<file path="config.mk">
export PLATFORM = sky130hd
export DESIGN_NAME = matrix_line_ctrl
export DESIGN_NICKNAME = d
export VERILOG_FILES = /design/src/rtl/matrix_line_ctrl.sv
export SDC_FILE = /design/constraint.sdc
export NUM_CORES = 1
export LEC_CHECK = 0
export CAP_MARGIN = 10
export CORE_MARGIN = 8
export CORE_UTILIZATION = 30
export CTS_CLUSTER_SIZE = 20
export DETAILED_ROUTE_END_ITERATION = 10
export GPL_TIMING_DRIVEN = 0
export MAX_ROUTING_LAYER = met4
export PLACE_DENSITY = 0.55
export SLEW_MARGIN = 20
export SYNTH_ARGS = -nofsm -noshare
export SYNTH_HDL_FRONTEND = slang
export SYNTH_SLANG_ARGS = --single-unit
export TNS_END_PERCENT = 30
</file>
<file path="constraint.sdc">
create_clock -name clk -period 4.2 [get_ports clk]
set_input_delay 0.84 -clock clk [delete_from_list [all_inputs] [get_ports clk]]
set_output_delay 0.84 -clock clk [all_outputs]
set_load 0.02 [all_outputs]
</file>
<file path="src/rtl/matrix_line_ctrl.sv">
// 3x3 sliding-window controller: streams pixels through two external line FIFOs
// and emits one window per RUN pixel from column 2 onward, then drains the FIFOs.
module matrix_line_ctrl #(
    parameter int IMG_W  = 416,
    parameter int IMG_H  = 416,
    parameter int DATA_W = 8
) (
    input  logic                  clk,
    input  logic                  rst,
    input  logic                  in_vld,
    input  logic                  in_sof,
    input  logic [DATA_W-1:0]     in_data,
    output logic                  in_rdy,
    output logic                  f0_wr_en,
    output logic [DATA_W-1:0]     f0_wr_data,
    output logic                  f1_wr_en,
    output logic [DATA_W-1:0]     f1_wr_data,
    output logic                  f0_rd_en,
    output logic                  f1_rd_en,
    input  logic                  f0_rd_vld,
    input  logic [DATA_W-1:0]     f0_rd_data,
    input  logic                  f1_rd_vld,
    input  logic [DATA_W-1:0]     f1_rd_data,
    output logic                  win_vld,
    output logic [9*DATA_W-1:0]   win_data,
    output logic                  frame_done,
    output logic                  sof_err
);

    localparam logic [9:0]  COL_LAST_C = 10'(IMG_W - 1);
    localparam logic [11:0] ROW_LAST_C = 12'(IMG_H - 1);
    localparam logic [10:0] POP_FULL_C = 11'(IMG_W);

    typedef enum logic [2:0] {
        ST_IDLE  = 3'd0,
        ST_FILL0 = 3'd1,
        ST_FILL1 = 3'd2,
        ST_RUN   = 3'd3,
        ST_DRAIN = 3'd4
    } state_t;

    state_t              state_r;
    state_t              state_nxt_s;
    logic [9:0]          col_r;
    logic [11:0]         row_r;
    logic [10:0]         pop0_r;
    logic [10:0]         pop1_r;
    logic [10:0]         pop0_nxt_s;
    logic [10:0]         pop1_nxt_s;
    logic                rdy_s;
    logic                acc_s;
    logic                line_end_s;
    logic                wr0_s;
    logic                wr1_s;
    logic                rd0_s;
    logic                rd1_s;
    logic                shift_s;
    logic                win_load_s;
    logic                done_s;
    logic                sof_bad_s;
    logic [DATA_W-1:0]   top_tap_s;
    logic [DATA_W-1:0]   mid_tap_s;
    logic [DATA_W-1:0]   win_r     [9];
    logic [DATA_W-1:0]   win_nxt_s [9];
    logic [9*DATA_W-1:0] win_pack_s;
    logic [9*DATA_W-1:0] win_data_r;
    logic                win_vld_r;
    logic                frame_done_r;
    logic                sof_err_r;

    // Input readiness: a pixel can only be taken when every FIFO it pops has a head word.
    always_comb begin
        rdy_s = 1'b0;
        case (state_r)
            ST_IDLE, ST_FILL0: rdy_s = 1'b1;
            ST_FILL1:          rdy_s = f0_rd_vld;
            ST_RUN:            rdy_s = f0_rd_vld & f1_rd_vld;
            ST_DRAIN:          rdy_s = 1'b0;
            default:           rdy_s = 1'b0;
        endcase
    end

    assign acc_s      = in_vld & rdy_s & ~rst;
    assign line_end_s = (col_r == COL_LAST_C);

    // Next-state, FIFO strobes, tap selection and drain bookkeeping.
    always_comb begin
        state_nxt_s = state_r;
        wr0_s       = 1'b0;
        wr1_s       = 1'b0;
        rd0_s       = 1'b0;
        rd1_s       = 1'b0;
        shift_s     = 1'b0;
        win_load_s  = 1'b0;
        done_s      = 1'b0;
        sof_bad_s   = 1'b0;
        top_tap_s   = {DATA_W{1'b0}};
        mid_tap_s   = {DATA_W{1'b0}};
        pop0_nxt_s  = pop0_r;
        pop1_nxt_s  = pop1_r;
        case (state_r)
            ST_IDLE: begin
                // The SOF pixel itself is row 0 / column 0 and is stored like any FILL0 pixel.
                if (acc_s && in_sof) begin
                    wr0_s       = 1'b1;
                    shift_s     = 1'b1;
                    state_nxt_s = ST_FILL0;
                end else begin
                    state_nxt_s = ST_IDLE;
                end
            end
            ST_FILL0: begin
                if (acc_s) begin
                    wr0_s     = 1'b1;
                    shift_s   = 1'b1;
                    sof_bad_s = in_sof;
                    if (line_end_s) begin
                        state_nxt_s = ST_FILL1;
                    end else begin
                        state_nxt_s = ST_FILL0;
                    end
                end else begin
                    state_nxt_s = ST_FILL0;
                end
            end
            ST_FILL1: begin
                if (acc_s) begin
                    wr0_s     = 1'b1;
                    wr1_s     = 1'b1;
                    rd0_s     = 1'b1;
                    shift_s   = 1'b1;
                    sof_bad_s = in_sof;
                    mid_tap_s = f0_rd_data;
                    if (line_end_s) begin
                        state_nxt_s = ST_RUN;
                    end else begin
                        state_nxt_s = ST_FILL1;
                    end
                end else begin
                    state_nxt_s = ST_FILL1;
                end
            end
            ST_RUN: begin
                if (acc_s) begin
                    wr0_s      = 1'b1;
                    wr1_s      = 1'b1;
                    rd0_s      = 1'b1;
                    rd1_s      = 1'b1;
                    shift_s    = 1'b1;
                    sof_bad_s  = in_sof;
                    mid_tap_s  = f0_rd_data;
                    top_tap_s  = f1_rd_data;
                    win_load_s = (col_r >= 10'd2);
                    if (line_end_s && (row_r == ROW_LAST_C)) begin
                        state_nxt_s = ST_DRAIN;
                    end else begin
                        state_nxt_s = ST_RUN;
                    end
                end else begin
                    state_nxt_s = ST_RUN;
                end
            end
            ST_DRAIN: begin
                // Each FIFO still holds exactly one line; pop it independently of the other.
                rd0_s      = f0_rd_vld & (pop0_r < POP_FULL_C);
                rd1_s      = f1_rd_vld & (pop1_r < POP_FULL_C);
                pop0_nxt_s = pop0_r + {10'd0, rd0_s};
                pop1_nxt_s = pop1_r + {10'd0, rd1_s};
                if ((pop0_nxt_s == POP_FULL_C) && (pop1_nxt_s == POP_FULL_C)) begin
                    done_s      = 1'b1;
                    state_nxt_s = ST_IDLE;
                end else begin
                    state_nxt_s = ST_DRAIN;
                end
            end
            default: begin
                state_nxt_s = ST_IDLE;
            end
        endcase
    end

    // Shifted window and its packed form, oldest row/column in the MSBs.
    always_comb begin
        for (int r = 0; r < 3; r++) begin
            win_nxt_s[r*3]     = win_r[r*3+1];
            win_nxt_s[r*3+1]   = win_r[r*3+2];
        end
        win_nxt_s[2] = top_tap_s;
        win_nxt_s[5] = mid_tap_s;
        win_nxt_s[8] = in_data;
        win_pack_s   = {(9*DATA_W){1'b0}};
        for (int i = 0; i < 9; i++) begin
            win_pack_s[(8-i)*DATA_W +: DATA_W] = win_nxt_s[i];
        end
    end

    // FSM state, pixel position and drain pop counters.
    always_ff @(posedge clk) begin
        if (rst) begin
            state_r <= ST_IDLE;
            col_r   <= 10'd0;
            row_r   <= 12'd0;
            pop0_r  <= 11'd0;
            pop1_r  <= 11'd0;
        end else begin
            state_r <= state_nxt_s;
            pop0_r  <= done_s ? 11'd0 : pop0_nxt_s;
            pop1_r  <= done_s ? 11'd0 : pop1_nxt_s;
            if (done_s) begin
                col_r <= 10'd0;
                row_r <= 12'd0;
            end else if (shift_s) begin
                if (state_r == ST_IDLE) begin
                    col_r <= 10'd1;
                    row_r <= 12'd0;
                end else if (line_end_s) begin
                    col_r <= 10'd0;
                    row_r <= (row_r == ROW_LAST_C) ? 12'd0 : row_r + 12'd1;
                end else begin
                    col_r <= col_r + 10'd1;
                end
            end
        end
    end

    // Window shift registers and the held output window.
    always_ff @(posedge clk) begin
        if (rst) begin
            for (int i = 0; i < 9; i++) begin
                win_r[i] <= {DATA_W{1'b0}};
            end
            win_data_r <= {(9*DATA_W){1'b0}};
            win_vld_r  <= 1'b0;
        end else begin
            if (shift_s) begin
                win_r <= win_nxt_s;
            end
            if (win_load_s) begin
                win_data_r <= win_pack_s;
            end
            win_vld_r <= win_load_s;
        end
    end

    // Frame completion pulse and sticky mid-frame SOF flag.
    always_ff @(posedge clk) begin
        if (rst) begin
            frame_done_r <= 1'b0;
            sof_err_r    <= 1'b0;
        end else begin
            frame_done_r <= done_s;
            if (sof_bad_s) begin
                sof_err_r <= 1'b1;
            end
        end
    end

    assign in_rdy     = rdy_s & ~rst;
    assign f0_wr_en   = wr0_s & ~rst;
    assign f1_wr_en   = wr1_s & ~rst;
    assign f0_rd_en   = rd0_s & ~rst;
    assign f1_rd_en   = rd1_s & ~rst;
    assign f0_wr_data = in_data;
    assign f1_wr_data = f0_rd_data;
    assign win_vld    = win_vld_r;
    assign win_data   = win_data_r;
    assign frame_done = frame_done_r;
    assign sof_err    = sof_err_r;

endmodule

</file>
Word level (Yosys, flattened, before mapping)
Index checks and enable logic that the tools add are counted.

word-level totals
  register bits after elaboration = 170

cells by class
  reduce and logical (&&, ||, !) cells = 10
  multiplexer cells = 31
  order comparisons = 3
  equal/unequal tests = 8
  bitwise operators = 11
  $add $sub $neg = 4

operator list
  operator                                                                 number
  12-bit 2-to-1 mux                                                        3
  8-bit 2-to-1 mux                                                         4
  11-bit by 1-bit adder with 11-bit output                                 2
  11-bit by 9-bit equality test with 1-bit output (second input constant)  2
  11-bit by 9-bit < comparator with 1-bit output (second input constant)   2
  10-bit 2-to-1 mux                                                        2
  3-bit 2-to-1 mux                                                         5
  3-bit case mux with 5 select lines                                       1
  12-bit by 1-bit adder with 12-bit output (second input constant)         1
  12-bit by 9-bit equality test with 1-bit output (second input constant)  1
  1-bit 2-to-1 mux                                                         11
  10-bit by 1-bit adder with 10-bit output (second input constant)         1
  1-bit AND                                                                10
  10-bit by 9-bit equality test with 1-bit output (second input constant)  1
  10-bit by 2-bit >= comparator with 1-bit output (second input constant)  1
  3-bit by 2-bit equality test with 1-bit output (second input constant)   2
  1-bit case mux with 2 select lines                                       3
  2-bit OR reduction                                                       3
  3-bit by 1-bit equality test with 1-bit output (second input constant)   1
  3-bit equality test (second input constant)                              1
  1-bit logical AND                                                        3
  3-bit logical NOT                                                        1
  1-bit case mux with 3 select lines                                       1
  3-bit OR reduction                                                       1
  4 further kinds                                                          4

Logic depth before layout (Yosys ltp)
  depth after elaboration = 9
  depth in mapped cells = 13

Least setup slack after synthesis
OpenSTA, ideal clock, no wires.

  path type = input port to flip-flop
  start point = input f0_rd_vld
  end point = register row_r[7]
  setup slack = 0.671 ns
  setup time = 0.132 ns
  cell stages on the path = 11
  required time = 4.068 ns
  arrival = 3.397 ns
  cells stage by stage = inv_1 nor3_1 ha_1 ha_1 nand4_2 or3_1 a22oi_1 or4b_4 nor4_4 buf_6 nor3_1

between the ends
  longest elaborated chain between the ends = 8
  elaborated cells between the ends (all ways) = 16
  those cells by class = 1 x add/sub; 1 x eq/ne; 6 x mux; 4 x bitwise; 4 x reduce/logical

RTL lines
  element                                                                           line  text
  start, declared                                                                   20    input logic f0_rd_vld,
  branches (longest 8 deep; another with 11-bit by 1-bit adder with 11-bit output)  --
  end signal, assigned                                                              218   row_r <= (row_r == ROW_LAST_C) ? 12'd0 : row_r + 12'd1;
  end, declared                                                                     45    logic [11:0] row_r;

Several ways; the timed one is not identified.
A chain may end at the register's enable or synchronous reset.

Final worst setup path
  start point = input f1_rd_vld
  end point = output f1_rd_en

between the ends
  longest elaborated chain between the ends = 7
  elaborated cells between the ends (all ways) = 8
  those cells by class = 3 x mux; 5 x bitwise

RTL lines
  element                               line  text
  start, declared                       22    input logic f1_rd_vld,
  1-bit AND                             77    ST_RUN: rdy_s = f0_rd_vld & f1_rd_vld;
  1-bit case mux with 3 select lines    74    case (state_r)
  1-bit AND (2 in a row)                83    assign acc_s = in_vld & rdy_s & ~rst;
  1-bit 2-to-1 mux                      144   if (acc_s) begin
  1-bit case mux with 2 select lines *  101   case (state_r)
  1-bit AND *                           262   assign f1_rd_en = rd1_s & ~rst;
  end, declared                         19    output logic f1_rd_en,

Mark *: on every way between the ends. The rest lies on a longest branch, timed or not.

==> results.md <==
- Fraction of registers with async set/reset: 0%
- Fin crit share: a little under 100%
- Number of global-route vias before repair: 6029
- Initial antenna violation count: 0
- Reg clk slew, reported paths: 0.08 ns
- R2R setup slack: 0.53 ns
- Register bit total from synthesis: 170
- Worst slew pin tran: 0.769 ns
- Starting Density: 30.2%
- Synth Flop Type: dfxtp_1
- Comb pwr share: 5.0%
- Mapped cell area: 0.00729 mm²
- Placer congestion estimate: around 0.85
- DR iter-0 viols: 360
- Post-DP HPWL: 15.5 mm
- Area after DPL: approximately 0.009 mm²
- Final setup fails: 0
- Die ar.: slightly below 0.03 mm²
- Clk sinks: 170
- Setup CP Type: in -> out
- Drc violations: 0
- Area grow syn2layout: 31.9%
- FF-to-FF End: row_r[3]$_SDFFE_PP0P_
- Arr. time, crit path: ~3.2 ns
- Count of cell types in the netlist: 58
- Total power: 3.47 mW
- Die W: 172 µm
- Clock power share: 48.1%
- Worst setup margin: approximately 0.15 ns
- Num CTS Buffers: 17
- Worst slew margin: a little under 50%
- Unrepaired setup endpoints after global routing: no
- Slew Limit Fails: 0
- I/O pin count: 126
- IR drop worst, VDD: 0.210 mV
- Reg2reg start: pop0_r[9]$_SDFFE_PP0N_
- Clock Latency Late Sink: 0.43 ns
- Core area: 0.0241 mm²
- Synth top area share: 46.7%
- Layout cell share with drive strength beyond 1: under 10%
- Port Buf Inserts: approximately 120
- Origin of the worst min-delay path: win_nxt_s[22]$_SDFFE_PP0P_
- Max Freq: ~250 MHz
- Sequential fraction of the synthesis area: 46.7%
- Syn Area/Cell: 8.84 µm²
- Layout Nets: about 1000
- Setup Skew: 0.0137 ns
- Hold endpoint: win_nxt_s[22]$_SDFFE_PP0P_
- Longest Clk Path Bufs: 2
- Max Cap Viol: 0
- First-pass GRT wire length: about 33 mm
- Die Y: 172 µm
- Number of flops mapped to enable cells by yosys: 0
- Post-place setup slack: -0.639 ns
- Sequential share of power: a little under half
- Hold Path Depth: 2
- Crit Path Max Fanout: 10
- LEAKAGE: a little under 4 nW
- CTS tree: done
- Post-Syn Instances: 824
- CTS root buffer: clkbuf_16
- Power density cells: 361 mW/mm²
- Sw frac: 25.0%
- Antenna cell count: 0
- Net Sw Power: 869 µW
- Warnings from Yosys: 0
- Design Area, Final: a little under 0.01 mm²
- Total number of vias: 6378
- Cell Int Power: 2.60 mW
- Req. time, crit path: 3.36 ns
- Post-synth net total: 861
- Critical Path Start Type: input port
- Global-route total usage across every layer: roughly 15%
- Final Hold Vio Count: 0
- Number of routed nets with antenna violations: 0
- Synth top area cells: dfxtp_1 47%, mux2i_1 9.1%, nor2_1 5.2%, nand2_1 5.0%, a21oi_1 3.5%
- Outcome: completed
- Wire length per cell: 16.3 µm
- Hold WC Path Type: reg -> reg
- Critical Path End Type: primary output
- Dominant cell type by area after synthesis: dfxtp_1
- DR pass1 iterations: 5
- FP Rows: 57
- Via density: 4.88
- Largest net degree at the start of global routing: 19
- H-tree Lvls: 4
- Final WL: 21.3 mm
- GR Overflow Total: 0
- Final critical-path required period: about 4.1 ns
- Cell count of the worst reg-to-reg path: 12
- Fill cells: 2548
-- power groups by stage --
| stage | logic (mW) | registers [mW] | clock network [mW] |
|---|---|---|---|
| 4_1_cts | 0.175 | 1.63 | 1.71 |
| 3_5_place_dp | 0.174 | 1.66 | 0 |
| 6_report | 0.175 | 1.63 | 1.67 |
| 2_1_floorplan | 0.0874 | 1.66 | 0 |
| 5_1_grt | 0.190 | 1.63 | 1.78 |
| 3_3_place_gp | 0.174 | 1.66 | 0 |
-- worst max-delay path by stage --
| stage | from | endpoint |
|---|---|---|
| 4_1_cts | f0_rd_vld | row_r[3]$_SDFFE_PP0P_ |
| 5_1_grt | f0_rd_vld | pop0_r[7]$_SDFFE_PP0N_ |
| 6_report | f1_rd_vld | f1_rd_en |
| 2_1_floorplan | f0_rd_vld | row_r[7]$_SDFFE_PP0P_ |
| 3_5_place_dp | f1_rd_vld | f1_rd_en |
| 3_3_place_gp | f1_rd_vld | f1_rd_en |
-- flip-flops by register name, summed over array words and instances, names as in the netlist --
signal	flops
sof_err	1
win_vld	1
pop1_r	11
frame_done	1
win_nxt_s	48
win_data	72
row_r	12
col_r	10
state_r	3
pop0_r	11
-- cell usage in the layout, fill, tap and decap left out, types with 12 or more instances in the layout --
cell type          n
a21oi_1           51
a22o_1            16
and3_1            18
buf_2             12
buf_4             23
clkbuf_1          32
clkbuf_16         17
clkdlybuf4s50_1  121
dfxtp_1          170
mux2i_1           66
nand2_1           98
nand3_1           19
nand4_1           16
nor2_1           100
nor3_1            39
o21ai_0           18
xor2_1            13
-- repair_timing --
action                                  CTS  global route
buffers inserted                          0             4
hold buffers                              0             0
gates resized for setup                   8             4
gates cloned                              0             0
pin swaps                                 0             2
endpoints found under the setup margin    5            24
-- cell type report --
cell class	instances	area, µm²	share of cell area [%]
inverter	11	41.3	0.430
clock buffer	17	425	4.43
timing repair buffer	128	1270	13.3
buffer	72	380	3.96
sequential	170	3400	35.4
tap	324	405	4.22
multi-input combinational	571	3480	36.2
clock inverter	15	196	2.04
-- cells by family (layout without fill, tap and decap cells) --
family | after synthesis | count (layout) | synth area share [%]
DFF | 170 | 170 | 46.7
adders and majority gates | 7 | 7 | 1.20
AOI/OAI and AO/OA | 130 | 130 | 11.7
xor gates and xnor gates | 22 | 22 | 2.64
buffers and inverters | 83 | 243 | 5.65
and+or+nand+nor | 345 | 345 | 22.9
muxes | 67 | 67 | 9.22
-- routing by layer --
layer  GRT usage [%]  up-vias  part of all wire (%)
met5               -        -                     0
met2            22.6      151                    46
li1                -     3186                     -
met1            19.3     3023                    47
met4            4.09        0                   1.1
met3            3.35       18                   5.3
-- metrics by stage --
stage                     instances  TNS (ns)  utilization (%)  hold slack (ns)
after detailed placement       1272    -12.09             37.1            0.447
final                          1308         0             39.9            0.455
after floorplan                 824         0                -            0.436
after CTS                      1304         0             39.7            0.457
after global placement         1272    -12.26             37.1            0.442
after global routing           1308         0             39.9            0.475
-- worst max-delay path, cell delays in order --
cell	delay, ns
clkdlybuf4s50_1	0.50
nor2b_1	0.07
o21a_1	0.19
nor4bb_2	0.38
clkbuf_4	0.28
buf_2	0.25
a21oi_1	0.10
nor2_1	0.23
dlygate4sd2_1	0.37
-- synthesized netlist by cell type, types with 5 or more instances --
cell / n
dfxtp_1: 170
a211oi_1: 5
ha_1: 7
and4_1: 6
clkbuf_1: 35
buf_2: 11
buf_4: 19
nand4_1: 16
nor2_1: 100
xnor2_1: 9
nor3_1: 39
mux2i_1: 66
a31o_2: 8
inv_1: 11
or3_1: 8
nand3_1: 19
nand2_1: 98
nor4_1: 11
xor2_1: 13
and3_1: 18
a21oi_1: 51
a22o_1: 16
o21ai_0: 18
buf_1: 5
Power figures use the tool's default switching activity.
